File: src/rtl/get_data_pipe.sv
// get_data_pipe: registered fetch stage between get_param and the compute stage.
// Optional macro GET_DATA_C_CACHE_EN adds a 4-entry cache of rom_C results (one per symbol).
module get_data_pipe #(
  parameter int IDX_W   = 8,
  parameter int ADDR_W  = 12,
  parameter int POS_W   = 5,
  parameter int C_W     = 8,
  parameter int D_W     = 8,
  parameter int READ_W  = 2,
  parameter int ROM_LAT = 1
) (
  input  logic               clk,
  input  logic               rst,
  input  logic               in_valid,
  output logic               in_ready,
  input  logic [IDX_W-1:0]   i_in,
  input  logic [IDX_W-1:0]   z_in,
  input  logic [IDX_W-1:0]   k_in,
  input  logic [IDX_W-1:0]   l_in,
  input  logic [ADDR_W-1:0]  addr_in,
  input  logic [POS_W-1:0]   position_in,
  output logic               ce_rom_C,
  output logic [1:0]         addr_rom_C,
  input  logic [C_W-1:0]     data,
  output logic               ce_rom_read_and_D,
  output logic [IDX_W-1:0]   addr_rom_read_and_D,
  input  logic [D_W-1:0]     d_i,
  input  logic [READ_W-1:0]  read_i,
  output logic               out_valid,
  input  logic               out_ready,
  output logic [IDX_W-1:0]   i_out,
  output logic [IDX_W-1:0]   z_out,
  output logic [IDX_W-1:0]   k_out,
  output logic [IDX_W-1:0]   l_out,
  output logic [ADDR_W-1:0]  addr_out,
  output logic [POS_W-1:0]   position_out,
  output logic [D_W-1:0]     d_i_out,
  output logic [READ_W-1:0]  read_i_out,
  output logic [C_W-1:0]     C_out
);

  // Position codes as laid out in config.v: NONE, 4x MATCH, 4x INSERTION, 4x DELETION, 4x SNP, STOP_1, STOP_2.
  localparam logic [POS_W-1:0] POS_NONE  = POS_W'(0);
  localparam logic [POS_W-1:0] POS_A_INS = POS_W'(5);
  localparam logic [POS_W-1:0] POS_T_INS = POS_W'(8);
  localparam logic [POS_W-1:0] POS_A_DEL = POS_W'(9);
  localparam logic [POS_W-1:0] POS_T_DEL = POS_W'(12);

  typedef enum logic [1:0] {S_IDLE, S_ISSUE, S_WAIT, S_HOLD} state_t;
  typedef enum logic [1:0] {NO_ROM, D_ONLY, C_ONLY, C_RD} fetch_t;

  state_t      r_state;
  fetch_t      r_class;
  logic [2:0]  r_waitCnt;
  fetch_t      w_class;
  logic [1:0]  w_sym;
  logic        w_hit;

  always_comb begin
    w_class = NO_ROM;
    w_sym   = 2'd0;
    if (position_in == POS_NONE) begin
      w_class = D_ONLY;
    end else if (position_in >= POS_A_INS && position_in <= POS_T_INS) begin
      w_class = C_ONLY;
      w_sym   = 2'(position_in - POS_A_INS);
    end else if (position_in >= POS_A_DEL && position_in <= POS_T_DEL) begin
      w_class = C_RD;
      w_sym   = 2'(position_in - POS_A_DEL);
    end
  end

`ifdef GET_DATA_C_CACHE_EN
  logic [C_W-1:0] r_cacheVal [4];
  logic [3:0]     r_cacheValid;
  logic [1:0]     r_sym;
  assign w_hit = (w_class == C_ONLY) && r_cacheValid[w_sym];
`else
  assign w_hit = 1'b0;
`endif

  always_ff @(posedge clk) begin
    if (rst) begin
      r_state             <= S_IDLE;
      r_class             <= NO_ROM;
      r_waitCnt           <= 3'd0;
      in_ready            <= 1'b1;
      out_valid           <= 1'b0;
      ce_rom_C            <= 1'b0;
      addr_rom_C          <= 2'd0;
      ce_rom_read_and_D   <= 1'b0;
      addr_rom_read_and_D <= '0;
      i_out               <= '0;
      z_out               <= '0;
      k_out               <= '0;
      l_out               <= '0;
      addr_out            <= '0;
      position_out        <= '0;
      d_i_out             <= '0;
      read_i_out          <= '0;
      C_out               <= '0;
`ifdef GET_DATA_C_CACHE_EN
      r_cacheValid        <= 4'd0;
      r_sym               <= 2'd0;
`endif
    end else begin
      case (r_state)
        S_IDLE: begin
          if (in_valid) begin
            i_out        <= i_in;
            z_out        <= z_in;
            k_out        <= k_in;
            l_out        <= l_in;
            addr_out     <= addr_in;
            position_out <= position_in;
            d_i_out      <= '0;
            read_i_out   <= '0;
            C_out        <= '0;
            in_ready     <= 1'b0;
            r_class      <= w_class;
`ifdef GET_DATA_C_CACHE_EN
            r_sym        <= w_sym;
            if (w_hit) C_out <= r_cacheVal[w_sym];
`endif
            // Cache hits behave like NO_ROM: straight to HOLD without touching the ROMs.
            if (w_class == NO_ROM || w_hit) begin
              out_valid <= 1'b1;
              r_state   <= S_HOLD;
            end else begin
              ce_rom_C            <= (w_class != D_ONLY);
              addr_rom_C          <= (w_class != D_ONLY) ? w_sym : 2'd0;
              ce_rom_read_and_D   <= (w_class != C_ONLY);
              addr_rom_read_and_D <= (w_class != C_ONLY) ? i_in : '0;
              r_state             <= S_ISSUE;
            end
          end
        end
        S_ISSUE: begin
          ce_rom_C            <= 1'b0;
          addr_rom_C          <= 2'd0;
          ce_rom_read_and_D   <= 1'b0;
          addr_rom_read_and_D <= '0;
          r_waitCnt           <= 3'd1;
          r_state             <= S_WAIT;
        end
        S_WAIT: begin
          if (r_waitCnt == 3'(ROM_LAT)) begin
            case (r_class)
              D_ONLY: d_i_out <= d_i;
              C_ONLY: C_out   <= data;
              C_RD: begin
                C_out      <= data;
                read_i_out <= read_i;
              end
              default: ;
            endcase
`ifdef GET_DATA_C_CACHE_EN
            if (r_class == C_ONLY || r_class == C_RD) begin
              r_cacheVal[r_sym]   <= data;
              r_cacheValid[r_sym] <= 1'b1;
            end
`endif
            out_valid <= 1'b1;
            r_state   <= S_HOLD;
          end else begin
            r_waitCnt <= r_waitCnt + 3'd1;
          end
        end
        S_HOLD: begin
          if (out_ready) begin
            out_valid <= 1'b0;
            in_ready  <= 1'b1;
            r_state   <= S_IDLE;
          end
        end
        default: r_state <= S_IDLE;
      endcase
    end
  end

endmodule

File: config.mk
export PLATFORM = sky130hd
export DESIGN_NAME = get_data_pipe
export DESIGN_NICKNAME = d
export VERILOG_FILES = /design/src/rtl/get_data_pipe.sv
export SDC_FILE = /design/constraint.sdc
export NUM_CORES = 1
export LEC_CHECK = 0
export ABC_AREA = 1
export CORE_MARGIN = 5
export CORE_UTILIZATION = 38
export CTS_BUF_LIST = sky130_fd_sc_hd__clkbuf_16
export DETAILED_ROUTE_END_ITERATION = 10
export PLACE_DENSITY = 0.75
export SETUP_SLACK_MARGIN = 0.02
export SYNTH_ARGS = -nofsm -noshare
export SYNTH_HDL_FRONTEND = slang
export SYNTH_SLANG_ARGS = --single-unit
File: constraint.sdc
create_clock -name clk -period 1.5 [get_ports clk]
set_clock_uncertainty 0.1 [all_clocks]
set_input_delay 0.375 -clock clk [delete_from_list [all_inputs] [get_ports clk]]
set_output_delay 0.375 -clock clk [all_outputs]
set_load 0.05 [all_outputs]
==> out/metrics.csv <==
metric,value,unit
ant diodes,0,
Worst Path Arrival,1.78,ns
clock slew at reported path FFs,0.07,ns
CP max FO,11,
Die Wd,106,µm
DPL Wire Length,8510,µm
Area Growth Syn to Fin,105,%
Post-Route WL,12800,µm
status,"complete, but fails checks",
register area share after synthesis,50.5,%
critical path class,reg2reg,
Syn. warnings,0,
number of synthesized register bits,88,
IO Count,152,
min Tclk post-route,1.62,ns
area of the multi-input gates,1900,µm²
Synth Area in Compound Gates,15.6,%
Psw,0.00588,W
Slew @ Worst Pin,0.267,ns
Core ar.,9110,µm²
residual DRC count,0,
Switching Fraction,43.0,%
crit start category,register,
dpl cells,720,
share of the synthesized area in the top cell type,50.5,%
vias after detailed routing,3841,
drt pass-1 iters,5,
hold_sp,position_in[1],
CTS tree,done,
storage element area,1770,µm²
DP Worst Slack,-0.848,ns
share of cells above drive strength 1,38.8,%
Synth Instances,446,
Slew HR,82.0,%
main combinational cell family by area after synthesis,simple AND/OR/NAND/NOR gates,
global-route layer with the greatest usage,met2,
HP Class,in2reg,
Final WS setup,-0.116,ns
clk buf depth,2,
Worst Setup End Kind,register,
Clock Latency Late Sink,0.33,ns
Power Dens Cells,1910,nW/µm²
RD Place Congestion,0.849,
portion of total power attributed to the clock network,15.5,%
Max Slew Vio Count,0,
Synth Area in Adders,2.87,%
Root Driver,clkbuf_16,
total CTS buffers,9,
H-tree Lvls,3,
Max Fclk,0.619,GHz
largest net degree at the start of global routing,56,
met1 Use GR,23.9,%
violated checks,setup timing,
buffers added on ports,151,
Combinational Power Share,59.5,%
Die Ht,106,µm
vias in the first global route,3890,
Setup-failing EPs final,46,
Worst setup startpoint,r_state[1]$_SDFFE_PP0P_,
Rows,35,
Starting Density,38.3,%
1st-iter DRT viols,157,
worst r2r src,r_state[1]$_SDFFE_PP0P_,
RSZ-0062 raised after global routing,true,
first-pass GRT wire length,18900,µm
met2 usage,36.7,%
antenna violations before repair,0,
net count after synthesis,525,
Leak,2.83,nW
mux cell area share after synthesis,0,%
Synth area leader,dfxtp_1,
"Hold Vio Cnt, Final",0,
Filler Cell Count,550,
"Cell Area, Synth",3490,µm²
"Data required, critical path",1.67,ns
peak supply drop,1.26,mV
Max-Cap Viols,0,
Post-DRT Antenna Nets,0,
synth unique cells,30,
dominant cells by area after synthesis,"dfxtp_1 51%, nor2_1 11%, o21ai_0 8.2%",
period utilisation layout,108,%
vias per cell,5.11,
Die ar.,11200,µm²
Seq pwr share,25.0,%
Clock Sinks,88,
NumNets Final,715,
met3 Use GR,6.43,%
Total GRT Usage,20.8,%
GR Overflow Total,0,
routed len/inst,17.1,µm
fraction of synthesized cell area in xor and xnor cells,0,%
Avg Synthesized Cell Area,7.82,µm²
Final Non-Filler Cells,752,
Int Pwr,0.00780,W
simple-gate portion of the synthesized area,24.2,%
## layer usage
metal | up-vias | part of all wire (%)
met5 | - | 0
met2 | 170 | 51
li1 | 1860 | -
met4 | 0 | 1.2
met1 | 1795 | 40
met3 | 16 | 7.7
## sequential cells by signal, summed over array words and instances (netlist names)
signal               flops
C_out                    8
addr_out                12
addr_rom_C               2
addr_rom_read_and_D      8
ce_rom_C                 1
ce_rom_read_and_D        1
d_i_out                  8
i_out                    8
in_ready                 1
k_out                    8
l_out                    8
out_valid                1
position_out             5
r_class                  2
r_state                  2
r_waitCnt                3
read_i_out               2
z_out                    8
## layout make-up
cell class,count,share of cell area (%)
sequential,88,24.7
timing repair buffer,204,40.8
multi-input combinational,306,26.6
clock inverter,7,0.752
clock buffer,9,3.15
tap,111,1.94
inverter,27,2.08
## logic make-up (layout without fill, tap and decap cells)
family	after synthesis	after routing
buf+inv	54	247
simple gates	192	194
compound gates	104	104
fa+ha+maj	8	8
flops	88	88
## final timing paths
check	to	slack [ns]	cells after the start
setup / recovery	C_out[2]$_SDFFE_PP0P_	-0.12	10
hold / removal	position_out[1]$_SDFFE_PP0P_	0.23	3
setup reg to reg	C_out[2]$_SDFFE_PP0P_	-0.12	10
hold reg to reg	C_out[0]$_SDFFE_PP0P_	0.41	2
## cells in the final DEF, fill, tap and decap left out, types with 12 or more instances in the layout
cell type	count
a21oi_1	25
a21oi_2	13
buf_12	89
buf_4	33
clkbuf_16	12
clkdlybuf4s50_1	65
dfxtp_1	85
nand2_1	26
nand3_1	22
nand4_1	12
nor2_1	93
o21ai_0	30
o21ai_1	15
## cells in the mapped netlist
master,instances
a211oi_1,1
a21oi_1,40
a21oi_4,1
a22oi_1,1
a31oi_1,1
buf_1,3
buf_2,4
buf_4,4
buf_6,2
clkbuf_1,14
clkinv_1,1
dfxtp_1,88
ha_1,8
inv_1,20
inv_2,6
nand2_1,35
nand2_2,3
nand2_4,1
nand3_1,31
nand3_2,2
nand4_1,12
nor2_1,102
nor2_4,2
nor3_1,1
nor3_2,1
o211ai_1,2
o21ai_0,57
o22ai_1,1
or2_1,1
or2_2,1
## power groups by stage
stage	clock [W]	combinational, W	sequential (W)
finish	0.00212	0.00814	0.00343
global route	0.00225	0.00860	0.00348
CTS	0.00215	0.00743	0.00341
detailed placement	0	0.00665	0.00344
global placement	0	0.00651	0.00340
floorplan	0	0.00207	0.00472
## stage by stage
stage | instance area (µm²) | utilization (%) | total power [W] | hold WS (ns) | TNS (ns)
global placement | 6290 | 69.1 | 0.00991 | 0.381 | -29.22
CTS | 6820 | 74.9 | 0.0130 | 0.235 | -3.33
global route | 7150 | 78.5 | 0.0143 | 0.255 | -5.48
floorplan | 3600 | - | 0.00679 | 0.368 | -0.00387
detailed placement | 6290 | 69.1 | 0.0101 | 0.393 | -31.43
finish | 7150 | 78.5 | 0.0137 | 0.233 | -2.59
## worst max-delay path, stage by stage (launching register included)
cell	delay [ns]
dfxtp_4	0.38
inv_4	0.06
ha_4	0.14
inv_2	0.04
or2_4	0.26
nand2_4	0.11
nor3_4	0.05
buf_12	0.15
inv_8	0.07
nand2_1	0.05
a21oi_1	0.14
## timing repair
| action | in CTS | in global routing |
|---|---|---|
| gates cloned | 3 | 5 |
| setup buffers | 7 | 3 |
| pin swaps | 27 | 15 |
| hold buffers | 0 | 0 |
| gates resized for setup | 70 | 77 |
| endpoints found under the setup margin | 87 | 88 |
(Power assumes the default switching activity.)
